==> config.mk <==
export PLATFORM = sky130hd
export DESIGN_NAME = mag_serial_cmp
export DESIGN_NICKNAME = d
export VERILOG_FILES = /design/src/rtl/mag_pkg.sv /design/src/rtl/mag_serial_cmp.sv
export SDC_FILE = /design/constraint.sdc
export NUM_CORES = 1
export LEC_CHECK = 0
export CAP_MARGIN = 20
export CORE_AREA = 2 2 39 41
export DETAILED_ROUTE_END_ITERATION = 6
export DIE_AREA = 0 0 41 43
export GPL_ROUTABILITY_DRIVEN = 0
export PLACE_DENSITY_LB_ADDON = 0.05
export SLEW_MARGIN = 20
export SYNTH_ARGS = -nofsm -noshare
export SYNTH_HDL_FRONTEND = slang
export SYNTH_SLANG_ARGS = --single-unit
==> constraint.sdc <==
create_clock -name clk -period 2.11 [get_ports clk]
set_input_delay 0.5275 -clock clk [delete_from_list [all_inputs] [get_ports clk]]
set_output_delay 0.5275 -clock clk [all_outputs]
set_load 0.02 [all_outputs]
==> src/rtl/mag_pkg.sv <==
// rtl/mag_pkg.sv - compare codes and FSM state encoding for the bit-serial magnitude comparator
package mag_pkg;

  localparam logic [1:0] CMP_EQ = 2'b00;
  localparam logic [1:0] CMP_LT = 2'b01;
  localparam logic [1:0] CMP_GT = 2'b10;

  typedef enum logic {
    ST_SHIFT = 1'b0,
    ST_HOLD  = 1'b1
  } state_t;

endpackage

==> src/rtl/mag_serial_cmp.sv <==
// rtl/mag_serial_cmp.sv - bit-serial unsigned magnitude comparator, MSB first, valid/ready in and out
module mag_serial_cmp
  import mag_pkg::*;
#(
  parameter int WIDTH = 4
) (
  input  logic       clk,
  input  logic       rst,
  input  logic       in_valid,
  output logic       in_ready,
  input  logic       a_bit,
  input  logic       b_bit,
  output logic       decided,
  output logic [1:0] o,
  output logic       o_valid,
  input  logic       o_ready
);

  localparam int CNT_W = (WIDTH > 1) ? $clog2(WIDTH) : 1;
  localparam logic [CNT_W-1:0] LAST = CNT_W'(WIDTH - 1);

  state_t           state;
  logic [CNT_W-1:0] cnt;
  logic             gt;
  logic             lt;
  logic             gt_next;
  logic             lt_next;

  // The first differing bit (MSB first) decides; later bits only keep word alignment.
  always_comb begin
    gt_next = gt;
    lt_next = lt;
    if (!gt && !lt) begin
      gt_next = a_bit & ~b_bit;
      lt_next = ~a_bit & b_bit;
    end
  end

  assign in_ready = (state == ST_SHIFT);
  assign decided  = (gt | lt) && (state == ST_SHIFT);

  always_ff @(posedge clk or posedge rst) begin
    if (rst) begin
      state   <= ST_SHIFT;
      cnt     <= '0;
      gt      <= 1'b0;
      lt      <= 1'b0;
      o       <= CMP_EQ;
      o_valid <= 1'b0;
    end else begin
      case (state)
        ST_SHIFT: begin
          if (in_valid) begin
            gt <= gt_next;
            lt <= lt_next;
            if (cnt == LAST) begin
              o       <= {gt_next, lt_next};
              o_valid <= 1'b1;
              cnt     <= '0;
              state   <= ST_HOLD;
            end else begin
              cnt <= cnt + CNT_W'(1);
            end
          end
        end
        ST_HOLD: begin
          // o keeps its last value after the handshake; o_valid marks it stale.
          if (o_ready) begin
            o_valid <= 1'b0;
            gt      <= 1'b0;
            lt      <= 1'b0;
            state   <= ST_SHIFT;
          end
        end
        default: begin
          state <= ST_SHIFT;
        end
      endcase
    end
  end

endmodule

==> results.py <==
metrics = {
    "die": {
        "die_y_um": 43,
        "num_io_pins": 11,
        "die_w_um": 41,
        "initial_core_util": 0.2758,
        "core_um2": 1384,
        "num_rows": 14,
        "dieArea_um2": 1763,
    },
    "grt": {
        "grt_usage": 0.1187,
        "grt_overflow": 0,
        "antenna_found_initial": 0,
        "grt_max_degree": 9,
        "grt_pass1_vias": 310,
        "grt_pass1_wl_um": 1311,
    },
    "placed_design": {
        "dpl.hpwl_um": 592.7,
        "portBuffers": 10,
    },
    "yosys": {
        "yosysUniqueCellTypes": 16,
        "ys.warnings.count": 0,
        "yosysSeqAreaShare": 0.5246,
        "synthAdderAreaFrac": 0.03279,
        "yosys_register_bits": 8,
        "synth-compound-area-share": 0.1607,
        "synth_nets": 41,
        "synth_xor_area_frac": 0,
        "synth-simple-area-share": 0.1836,
        "syn_inst": 34,
        "synthMuxAreaShare": 0.05902,
        "synth_area_per_cell_um2": 11.22,
        "synth_top_family_by_area": "simple AND/OR/NAND/NOR gates",
        "netlist_area_um2": 381.6,
    },
    "min_path": {
        "min_from": "o_valid",
        "min_path_cells": 1,
        "hold_class": "reg -> reg",
        "hold_end": "o_valid",
    },
    "cts": {
        "cts_resized": 0,
        "cts_max_level": 1,
        "clk_latency_ps": 250,
        "cts.sinks": 8,
        "post-cts-setup-buffers": 0,
        "cts_tree": "done",
        "clock_path_buffers": 2,
        "cts_hold_buffers": 0,
        "cts_buffers": 3,
        "clk_pin_slew_ps": 60,
        "cts_root_buf": "clkbuf_4",
    },
    "route": {
        "ant_nets": 0,
        "dr.pass1.iters": 3,
        "vias_per_cell": 4.571,
        "routed_wl_um": 790,
        "drtIter0Drc": 6,
        "drc": 0,
        "routedWlPerCell_um": 12.54,
        "vias": 288,
    },
    "power": {
        "vdd_drop_max_mv": 0.4881,
        "p_leak_uw": 0.0002354,
        "power.total_uw": 780.1,
        "power_density_nw_per_um2": 1488,
    },
    "layout": {
        "final_common_cell": "clkdlybuf4s50_1",
        "final_cell_mix": "clkdlybuf4s50_1, dfrtp_1, inv_1",
        "fin_nets": 56,
        "layout-drive-gt1-share": 0.1915,
        "area_growth_pct": 37.38,
        "num_antenna_cells": 0,
        "utilization": 0.3788,
    },
    "critical_path": {
        "cp-start-kind": "flip-flop",
        "path_cells": "nor2_1 > clkdlybuf4s50_1",
        "cp.required_ps": 1580,
        "critPathCaptureType": "output port",
        "r2r_end": "cnt[0]",
        "critPathSlowestCell": "clkdlybuf4s50_1",
        "path_buf_inv": 1,
        "cp-startpoint": "state",
        "cp.arrival_ps": 1440,
        "path_max_fanout": 8,
        "rr_startpoint": "state",
        "worst-setup-path-type": "reg -> out",
        "r2r_cells": 2,
        "critPathTopFamily": "buffers and inverters",
        "reg2reg_slack_ps": 920,
        "cpPeakStageDelay_ps": 600,
    },
    "job": {
        "max_cap_viol_count": 0,
    },
    "sta": {
        "skew_ps": 2.529,
        "relSlewSlack": 0.7883,
        "period_share": 0.9309,
        "worstMarginPinSlew_ps": 317.1,
        "fin_tns_setup_ps": 0,
        "fmax_ghz": 0.5091,
        "rsz0062_at_grt": "no",
        "min_period_ps": 1964,
        "hold_ws_ps": 504.9,
        "finalMaxSlewViolations": 0,
        "setup_violations": 0,
        "hold_viol_final": 0,
    },
    "outcome": {
        "outcome": "completed",
    },
}
[area by class of cell]
class                           instances  area (um^2)
Inverter                                4        15.01
Fill cell                             145        859.6
Multi-Input combinational cell         22        166.4
Timing Repair Buffer                   10        100.1
Sequential cell                         8        200.2
Clock buffer                            3        22.52
Tap cell                               16        20.02
[state kept, by name, indices dropped and copies added (netlist names)]
signal   cells
o_valid      1
o            2
state        1
lt           1
cnt          2
gt           1
[worst reg2reg max path: cells and delay by family, from the launching register on]
family           cells  cell delay [ps]
AND/OR/NAND/NOR      1              260
flip-flops           1              450
multiplexers         1              370
[per-layer routing]
layer / track usage / share of wire / vias to the layer above
met5: 0 / 0 / -
met4: 0.1000 / 0.0051 / 0
met3: 0.05236 / 0.052 / 2
met2: 0.1531 / 0.47 / 6
met1: 0.1429 / 0.48 / 133
li1: - / - / 147
[synth_stat cells]
library cell	count	area, um^2
and2b_2	1	8.760
a22o_1	1	8.760
nand2_1	1	3.750
nor2b_1	1	6.260
nor2b_2	1	8.760
a32oi_1	2	17.52
mux2_2	2	22.52
inv_1	4	15.01
nor2_1	3	11.26
ha_1	1	12.51
a21bo_2	2	20.02
or3b_1	2	17.52
nand2b_1	1	6.260
o21ai_0	3	15.01
nand3b_1	1	7.510
dfrtp_1	8	200.2
[power breakdown]
| group | switching, uW | total (uW) | internal, uW |
|---|---|---|---|
| Clock | 54.4 | 120 | 65.3 |
| Sequential | 60.6 | 290 | 229 |
| Combinational | 166 | 370 | 205 |
[worst max-delay path by stage]
stage,slack (ps),depth (start not counted),endpoint
floorplan,840,1,decided
global placement,340,3,cnt[1]
detailed placement,310,3,cnt[0]
CTS,120,2,decided
global route,70,2,decided
finish,150,2,decided
[kinds of logic after synthesis]
group	count (synthesis)
buffers and inverters	4
AO/OA/AOI/OAI	8
adder cells (fa/ha/maj)	1
multiplexers	2
AND/OR/NAND/NOR	11
flip-flops	8
[per-stage QoR]
stage,instance area (um^2),setup slack (ps),instances
after floorplan,381.6,844.3,34
after global placement,501.7,343.1,60
after detailed placement,501.7,309.6,60
after CTS,524.3,123.9,63
after global routing,524.3,69.21,63
final,524.3,145.8,63
(Power assumes the default switching activity.)
